<file path="config.mk">
export PLATFORM = sky130hd
export DESIGN_NAME = object_collision_detector
export DESIGN_NICKNAME = d
export VERILOG_FILES = /design/src/rtl/collision_pkg.sv /design/src/rtl/hit_latch.sv /design/src/rtl/object_collision_detector.sv
export SDC_FILE = /design/constraint.sdc
export NUM_CORES = 1
export LEC_CHECK = 0
export BUFFER_PORTS_ARGS = -buffer_cell sky130_fd_sc_hd__buf_2
export CAP_MARGIN = 25
export CORE_MARGIN = 2
export CORE_UTILIZATION = 44
export DETAILED_ROUTE_END_ITERATION = 10
export GPL_TIMING_DRIVEN = 0
export MAX_ROUTING_LAYER = met4
export PLACE_DENSITY = 0.8
export SLEW_MARGIN = 10
export SYNTH_ARGS = -nofsm -noshare
export SYNTH_HDL_FRONTEND = slang
export SYNTH_HIERARCHICAL = 1
export SYNTH_SLANG_ARGS = --single-unit
</file>
<file path="constraint.sdc">
create_clock -name clk -period 1.2 [get_ports clk]
set_input_delay 0.24 -clock clk [delete_from_list [all_inputs] [get_ports clk]]
set_output_delay 0.24 -clock clk [all_outputs]
set_load 0.03 [all_outputs]
</file>
<file path="src/rtl/collision_pkg.sv">
// Shared definitions for the object collision detector.
// Contents: the number of collision types, the bit index of each type in the
// collision vectors, the vector type itself and the per-type frame state.
package collision_pkg;

    localparam int unsigned NUM_HITS = 5;

    localparam int unsigned HIT_BIRD_PIG    = 0;
    localparam int unsigned HIT_BIRD_WOOD   = 1;
    localparam int unsigned HIT_BIRD_BOX    = 2;
    localparam int unsigned HIT_BIRD_BORDER = 3;
    localparam int unsigned HIT_PIG_WOOD    = 4;

    typedef logic [NUM_HITS-1:0] hit_vec_t;

    // Per-type frame state: has this coincidence occurred yet in the frame.
    typedef enum logic {
        SeenIdle,
        SeenHit
    } seen_state_e;

endpackage

</file>
<file path="src/rtl/hit_latch.sv">
// Per-collision-type frame tracker.
// Remembers whether its coincidence has occurred in the current frame, emits
// a one-cycle pulse on the first occurrence per frame, and captures the
// finished frame's flag on every start-of-frame strobe.
// Ports:
//   clk, resetN   pixel clock, asynchronous active-low reset
//   startOfFrame  first pixel of a new frame; this cycle belongs to the new frame
//   hit           coincidence for this type in the current cycle
//   pulse         registered one-cycle pulse for the first hit of a frame
//   pulseNext     value pulse will take at the next edge (for same-edge counting)
//   frameSeen     registered: type occurred in the previous complete frame
module hit_latch
    import collision_pkg::*;
(
    input  logic clk,
    input  logic resetN,
    input  logic startOfFrame,
    input  logic hit,
    output logic pulse,
    output logic pulseNext,
    output logic frameSeen
);

    seen_state_e state_q;
    logic        pulse_q;
    logic        frame_seen_q;

    // The strobe cycle opens a fresh frame, so the old seen state does not mask it.
    assign pulseNext = hit & (startOfFrame | (state_q == SeenIdle));

    always_ff @(posedge clk or negedge resetN) begin
        if (!resetN) begin
            state_q      <= SeenIdle;
            pulse_q      <= 1'b0;
            frame_seen_q <= 1'b0;
        end else begin
            pulse_q <= pulseNext;
            if (startOfFrame) begin
                // Capture the closing frame before the strobe cycle's own hit.
                frame_seen_q <= (state_q == SeenHit);
                state_q      <= hit ? SeenHit : SeenIdle;
            end else if (hit) begin
                state_q <= SeenHit;
            end
        end
    end

    assign pulse     = pulse_q;
    assign frameSeen = frame_seen_q;

endmodule

</file>
<file path="src/rtl/object_collision_detector.sv">
// Object collision detector.
// Watches the painters' per-pixel drawing requests, pulses once per frame for
// the first overlap of each collision type, latches a per-frame summary on
// each start-of-frame strobe and counts frames with a bird-pig hit.
// Ports:
//   clk, resetN            pixel clock, asynchronous active-low reset
//   startOfFrame           one-cycle strobe on the first pixel of a frame
//   *DrawingRequest        painter requests for the current pixel
//   clearScore             synchronous clear of pigHitCount (wins over increment)
//   collisionPulse[4:0]    one-cycle first-overlap pulse per type
//   frameCollisions[4:0]   types seen in the previous complete frame
//   pigHitCount            saturating count of bird-pig pulses
module object_collision_detector
    import collision_pkg::*;
#(
    parameter int unsigned PIG_CNT_W = 4
) (
    input  logic                 clk,
    input  logic                 resetN,
    input  logic                 startOfFrame,
    input  logic                 birdDrawingRequest,
    input  logic                 pigDrawingRequest,
    input  logic                 woodDrawingRequest,
    input  logic                 boxDrawingRequest,
    input  logic                 borderDrawingRequest,
    input  logic                 clearScore,
    output logic [4:0]           collisionPulse,
    output logic [4:0]           frameCollisions,
    output logic [PIG_CNT_W-1:0] pigHitCount
);

    localparam logic [PIG_CNT_W-1:0] CntMax = {PIG_CNT_W{1'b1}};

    hit_vec_t                 coinc;
    hit_vec_t                 pulse_next;
    hit_vec_t                 pulse_q;
    hit_vec_t                 frame_seen;
    logic     [PIG_CNT_W-1:0] cnt_d;
    logic     [PIG_CNT_W-1:0] cnt_q;

    always_comb begin
        coinc                  = '0;
        coinc[HIT_BIRD_PIG]    = birdDrawingRequest & pigDrawingRequest;
        coinc[HIT_BIRD_WOOD]   = birdDrawingRequest & woodDrawingRequest;
        coinc[HIT_BIRD_BOX]    = birdDrawingRequest & boxDrawingRequest;
        coinc[HIT_BIRD_BORDER] = birdDrawingRequest & borderDrawingRequest;
        coinc[HIT_PIG_WOOD]    = pigDrawingRequest & woodDrawingRequest;
    end

    for (genvar g = 0; g < NUM_HITS; g++) begin : g_hit
        hit_latch u_hit_latch (
            .clk          (clk),
            .resetN       (resetN),
            .startOfFrame (startOfFrame),
            .hit          (coinc[g]),
            .pulse        (pulse_q[g]),
            .pulseNext    (pulse_next[g]),
            .frameSeen    (frame_seen[g])
        );
    end

    // Count on the same edge that registers the bird-pig pulse.
    always_comb begin
        cnt_d = cnt_q;
        if (clearScore) begin
            cnt_d = '0;
        end else if (pulse_next[HIT_BIRD_PIG] && (cnt_q != CntMax)) begin
            cnt_d = cnt_q + PIG_CNT_W'(1);
        end
    end

    always_ff @(posedge clk or negedge resetN) begin
        if (!resetN) begin
            cnt_q <= '0;
        end else begin
            cnt_q <= cnt_d;
        end
    end

    assign collisionPulse  = pulse_q;
    assign frameCollisions = frame_seen;
    assign pigHitCount     = cnt_q;

endmodule

</file>
==> results of run 1 <==
path summary, 6_finish.rpt:
kind | start | endpoint | slack, ns | cells past startpoint
min in group asynchronous | resetN | g_hit[1].u_hit_latch/pulse$_DFF_PN0_ | 0.41 | 2
hold reg to reg | g_hit[0].u_hit_latch/frameSeen$_DFFE_PN0P_ | g_hit[0].u_hit_latch/frameSeen$_DFFE_PN0P_ | 0.51 | 1
max in group asynchronous | resetN | pigHitCount[0]$_DFFE_PN0P_ | 0.47 | 2
hold / removal | clearScore | pigHitCount[2]$_DFFE_PN0P_ | 0.19 | 2
setup / recovery | pigHitCount[0]$_DFFE_PN0P_ | pigHitCount[0]$_DFFE_PN0P_ | -0.09 | 4
setup reg to reg | pigHitCount[0]$_DFFE_PN0P_ | pigHitCount[0]$_DFFE_PN0P_ | -0.09 | 4
state kept, by name (all words and copies together), names as in the netlist:
| name | cells |
|---|---|
| g_hit.u_hit_latch/frameSeen | 5 |
| g_hit.u_hit_latch/state_q | 5 |
| pigHitCount | 4 |
| g_hit.u_hit_latch/pulse | 5 |
routing by layer:
layer / up-vias / share of wire, % / GRT usage (%)
met5: - / 0 / -
met4: 0 / 1.3 / 8.33
met3: 2 / 2.2 / 1.15
met2: 8 / 56 / 28.2
met1: 277 / 41 / 17.8
li1: 269 / - / -
cells by family (layout without fill, tap and decap cells):
family                   count (synthesis)  in the layout  share of synthesized area [%]
buffers and inverters                    0             34                              0
flip-flops                              19             19                           59.1
adder cells (fa/ha/maj)                  1              1                           1.55
AND/OR/NAND/NOR                         30             30                           25.0
AO/OA/AOI/OAI                            3              3                           1.87
multiplexers                             7              7                           12.4
cells in the final DEF, fill, tap and decap left out:
cell type      synthesis  final
nand4_1                1      1
and3_4                 1      1
a21oi_1                2      2
dlygate4sd3_1          0      1
nor2b_4                1      1
buf_2                  0     18
clkbuf_1               0      1
nor3_2                 0      1
mux2i_1                1      1
ha_4                   0      1
buf_6                  0      2
and2_1                10      9
dfrtp_2                0      2
buf_4                  0      8
nor2_1                 1      1
o21ai_0                1      1
mux2_4                 6      6
and4b_2                1      1
and2_4                 0      1
nand2b_1              12     12
or2_0                  1      1
dfrtp_1               19     17
nor2b_1                1      1
clkbuf_4               0      4
timing repair:
action,4_1_cts,5_1_grt
pin swaps,1,2
hold endpoints to repair,19,0
setup buffers,5,2
setup endpoints to repair,2,8
resized for setup,5,4
hold buffers,1,0
per-stage QoR:
stage               setup WS [ns]  util [%]  setup TNS [ns]  cells  cell area, sq um
floorplan                  -0.156         -          -0.156     60               820
global placement           -0.229      55.7          -0.479    107               961
detailed placement         -0.266      55.7          -0.654    107               961
CTS                       -0.0802      60.8          -0.203    117              1050
global route               -0.122      62.2          -0.430    119              1070
finish                    -0.0878      62.2          -0.199    119              1070
power by group:
part	internal (mW)	switching [mW]	leakage [nW]	total, mW
clock	0.129	0.176	0.0150	0.305
combinational	0.120	0.147	0.290	0.267
sequential	0.691	0.0271	0.239	0.718
total	0.940	0.350	0.544	1.29
layout make-up:
| cell class | count | share of cell area, % |
|---|---|---|
| tap | 25 | 2.91 |
| multi-input combinational | 41 | 32.5 |
| clock buffer | 4 | 2.44 |
| timing repair buffer | 30 | 17.7 |
| sequential | 19 | 44.5 |
worst reg2reg max path: cells and delay by family (launching register included):
kind | cells | cell delay [ns]
adders and majority gates | 1 | 0.17
DFF | 1 | 0.45
and+or+nand+nor | 2 | 0.27
muxes | 1 | 0.30
==> flow_summary.json, run 1 <==
{
  "timing.fmax_ghz": 0.777,
  "p_leak_nw": 0.544,
  "ir_drop_v": 0.000686,
  "clk_latency_ns": 0.28,
  "rows": 15,
  "hold_viol": 0,
  "cts_made_buffers": 3,
  "crit_buf_inv": 0,
  "synth_most_common_cell": "dfrtp_1",
  "layout.nets": 105,
  "setup_ws_ns": -0.0878,
  "synth_common_cells": "dfrtp_1, nand2b_1, and2_1",
  "antenna_left": 0,
  "core-area_sq_mm": 0.00173,
  "wl_per_cell_um": 12.2,
  "critical_path_required_ns": 1.37,
  "total_power_mw": 1.29,
  "multi_input_area_sq_um": 349,
  "fp.dieH_um": 46.8,
  "synth.area.top_cells": "dfrtp_1, mux2_4, nand2b_1",
  "cp.arrival_ns": 1.46,
  "grt_pass1_wl_um": 2350,
  "drt_iter0_drc": 3,
  "syn-cell-area_sq_um": 805,
  "clk_pin_slew_ns": 0.10,
  "crit_chain": "ha_4, and3_4, nor2b_4, mux2_4",
  "num_vias": 556,
  "clock_sinks": 19,
  "cp_top_family": "flip-flops",
  "fin_crit_sh_pct": 107,
  "grt_setup_unrepaired": "true",
  "holdWs_ns": 0.185,
  "synth-warning-count": 6,
  "synth_fp_nets": 70,
  "status": "finished, violations left",
  "max_slew_margin_pct": 73.1,
  "avgSynthCellArea_sq_um": 13.4,
  "endpoint_kind": "flop",
  "slew_viol_final": 0,
  "place_congestion": 0.723,
  "fp.dieW_um": 46.8,
  "synth_top_cell_area_share_pct": 59.1,
  "cts_buffer_depth": 2,
  "place_hpwl_um": 971,
  "async_flop_share_pct": 100,
  "initial_utilization_pct": 46.6,
  "ys_types": 16,
  "layout-drive-gt1-share_pct": 48.9,
  "regArea_sq_um": 478,
  "dr.pass1.iters": 4,
  "grt_pass1_vias": 553,
  "avgViaCountPerCell": 4.67,
  "synthFlopType": "dfrtp_1",
  "seq_area_frac_synth_pct": 59.1,
  "antenna_found_initial": 0,
  "portBuffers": 22,
  "io_pins": 23,
  "grt_use_total_pct": 16.0,
  "clock_tree.root_cell": "clkbuf_4",
  "dieArea_sq_mm": 0.00219,
  "crit_path_max_fanout": 3,
  "power_density_mw_per_mm2": 1200,
  "drc_errors": 0,
  "synth_edf_count": 0,
  "worst_path_max_delay_cell": "dfrtp_2",
  "finalClockSkew_ns": 0.00668,
  "finalSetupViolCount": 4,
  "min_period_ns": 1.29,
  "num-fill-cells": 140,
  "ys_ff_latch": 19,
  "cap_violations": 0,
  "synth_top_area_cell": "dfrtp_1",
  "routed_wl_um": 1450,
  "grt_overflow_total": 0,
  "worst-setup-path-type": "reg2reg",
  "num_antenna_cells": 0,
  "h-tree-depth": 1,
  "critPathMaxStageDelay_ns": 0.45,
  "crit_path_start_kind": "flop",
  "hold_path.class": "in2reg",
  "syn_inst": 60,
  "violations": "negative setup slack",
  "grt_start_max_net_pins": 20,
  "area_growth_pct": 33.6,
  "tightest_slew_ns": 0.404,
  "cts_tree": "done"
}
Note: power is estimated with default switching activity, not from simulation.
==> run 2: changes to the inputs <==
Settings changed: ABC_AREA from default to 1, CORE_UTILIZATION 44 to 53, PLACE_DENSITY 0.8 to 0.89.
Clock period 1.2 ns to 1.55 ns, I/O delays scaled along.
==> run 2 against run 1 <==
The flow now finishes without violations. Routed wire length rose by 3.2%. Non-clock buffer count fell by 7. Clock power fell by 19%. Clock skew fell by 0.0062 ns. Critical path type is now reg2out.
==> flow_summary.json, run 2 <==
{
  "status": "finished, final reports clean",
  "max_slew_margin_pct": 71.7,
  "slew_viol_final": 0,
  "fp.dieW_um": 43.7,
  "crit_chain": "buf_2",
  "critPathMaxStageDelay_ns": 0.47,
  "finalSetupViolCount": 0,
  "dieArea_sq_mm": 0.00191,
  "synthAdderAreaFrac_pct": 1.50,
  "setup_tns_ns": 0,
  "power_density_mw_per_mm2": 978,
  "grt_start_max_net_pins": 20,
  "clock_power_share_pct": 25.1,
  "synth_fp_nets": 109,
  "core-area_sq_mm": 0.00149,
  "avgViaCountPerCell": 5.01,
  "cts_tree": "done",
  "ir_drop_v": 0.000618,
  "swShare_pct": 30.5,
  "synth_compound_area_share_pct": 6.91,
  "wl_per_cell_um": 10.5,
  "timing.fmax_ghz": 0.762,
  "clk_pin_slew_ns": 0.10,
  "portBuffers": 22,
  "place_congestion": 0.822,
  "placed_area_sq_um": 963,
  "seq_area_frac_synth_pct": 57.1,
  "avgSynthCellArea_sq_um": 8.42,
  "power_frac_seq_pct": 57.2,
  "layout.nets": 137,
  "p_comb_share_pct": 17.7,
  "cap_violations": 0,
  "netSwitchingPower_mw": 0.299,
  "syn_inst": 99,
  "min_period_ns": 1.31,
  "synth_common_cells": "nand2_1, dfrtp_1, inv_1",
  "crit_buf_inv": 1,
  "grt_pass1_wl_um": 2600,
  "cts_made_buffers": 3,
  "grt_use_total_pct": 19.2,
  "hold_path.class": "in2reg",
  "fp.dieH_um": 43.7,
  "synth_most_common_cell": "nand2_1",
  "antenna_found_initial": 0,
  "grt_pass1_vias": 673,
  "synth_top_cell_area_share_pct": 57.1,
  "fin_crit_sh_pct": 84.6,
  "io_pins": 23,
  "synth_top_area_cell": "dfrtp_1",
  "holdWs_ns": 0.309,
  "grt_overflow_total": 0,
  "final_area_sq_mm": 0.00100,
  "clk_latency_ns": 0.29,
  "antenna_left": 0,
  "synth_simple_gate_area_share_pct": 24.6,
  "timing.reg2reg.setup_slack_ns": 0.42,
  "tightest_slew_ns": 0.424,
  "cp_top_family": "flip-flops",
  "routed_wl_um": 1500,
  "p_leak_nw": 0.633,
  "ys_ff_latch": 19,
  "grt_setup_unrepaired": "false",
  "finalClockSkew_ns": 0.000453,
  "async_flop_share_pct": 100,
  "p_int_mw": 0.680,
  "hold_viol": 0,
  "synthFlopType": "dfrtp_1",
  "layout_commonest_cell": "nand2_1",
  "layout-drive-gt1-share_pct": 31.7,
  "synth.area.top_cells": "dfrtp_1, nand2_1, inv_1",
  "h-tree-depth": 1,
  "area_growth_pct": 20.1,
  "synth_edf_count": 0,
  "num_vias": 712,
  "cts_buffer_depth": 2,
  "rows": 14,
  "syn-cell-area_sq_um": 833,
  "worst-setup-path-type": "reg2out",
  "layout_common_cells": "nand2_1, buf_2, dfrtp_1, inv_1, nand3_1",
  "drt_iter0_drc": 12,
  "ys_types": 11,
  "num-fill-cells": 127,
  "endpoint_kind": "primary output",
  "synth_top_family_by_area": "simple AND/OR/NAND/NOR gates",
  "post-cts-setup-buffers": 0,
  "place_hpwl_um": 1170,
  "worst_path_max_delay_cell": "dfrtp_1",
  "critical_path_required_ns": 1.24,
  "cp.arrival_ns": 1.00,
  "initial_utilization_pct": 56.0,
  "clock_tree.root_cell": "clkbuf_4",
  "drc_errors": 0,
  "clock_sinks": 19,
  "postLayoutCoreUtil_pct": 67.2,
  "synth-warning-count": 6,
  "crit_path_start_kind": "flop",
  "num_antenna_cells": 0,
  "synth_xor_area_share_pct": 0,
  "crit_path_max_fanout": 7,
  "dr.pass1.iters": 4,
  "yosys-mux-area-fraction_pct": 0
}
run 2: kinds of logic (layout without fill, tap and decap cells):
logic type,Yosys count,after routing
buffers and inverters,22,49
and+or+nand+nor,50,50
DFF,19,19
adders and majority gates,1,1
AOI/OAI and AO/OA,7,7
run 2: per-stage QoR:
| step | worst slack, ns | power [mW] | instances |
|---|---|---|---|
| CTS | 0.222 | 0.990 | 142 |
| detailed placement | 0.335 | 0.744 | 137 |
| floorplan | 0.306 | 0.676 | 99 |
| global route | 0.164 | 1.03 | 142 |
| global placement | 0.377 | 0.734 | 137 |
| finish | 0.238 | 0.979 | 142 |
run 2: path summary, 6_finish.rpt:
kind	start	end	cells past startpoint
max in group asynchronous	resetN	g_hit[4].u_hit_latch/pulse$_DFF_PN0_	2
min reg2reg	g_hit[4].u_hit_latch/frameSeen$_DFFE_PN0P_	g_hit[4].u_hit_latch/frameSeen$_DFFE_PN0P_	2
min	borderDrawingRequest	g_hit[3].u_hit_latch/state_q$_DFFE_PN0P_	5
max	pigHitCount[2]$_DFFE_PN0P_	pigHitCount[2]	1
min in group asynchronous	resetN	g_hit[3].u_hit_latch/frameSeen$_DFFE_PN0P_	2
max reg2reg	pigHitCount[0]$_DFFE_PN0P_	pigHitCount[1]$_DFFE_PN0P_	6
run 2: repair_timing:
| action | CTS | global route |
|---|---|---|
| hold endpoints to repair | 19 | 0 |
| hold buffers | 1 | 0 |
| gates resized for setup | 0 | 0 |
run 2: power groups by stage:
stage / registers (mW) / logic, mW / clock network (mW)
5_1_grt: 0.565 / 0.191 / 0.277
6_report: 0.560 / 0.173 / 0.246
3_3_place_gp: 0.567 / 0.167 / 0
2_1_floorplan: 0.620 / 0.0559 / 0
4_1_cts: 0.560 / 0.176 / 0.254
3_5_place_dp: 0.570 / 0.174 / 0
run 2: cell type report:
type | count | area [sq um] | share of cell area, %
well taps | 16 | 20.0 | 2.00
multi-input cells | 58 | 275 | 27.5
flip-flops and latches | 19 | 475 | 47.5
clock inverters | 1 | 5.00 | 0.500
repair buffers | 23 | 120 | 12.0
clock buffers | 3 | 22.5 | 2.25
inverters | 22 | 82.6 | 8.25
run 2: worst register-to-register path, cell delays in order, from the launching register on:
cell     delay [ns]
dfrtp_1        0.45
ha_1           0.26
nand3_2        0.07
nand2_2        0.07
inv_2          0.09
nand3_1        0.07
nand2_1        0.06
run 2: routing by layer:
metal	global-route usage [%]	vias up	share of wire, %
li1	-	351	-
met1	21.8	328	40
met2	32.1	29	51
met3	5.00	4	7.0
met4	7.27	0	1.9
met5	-	-	0
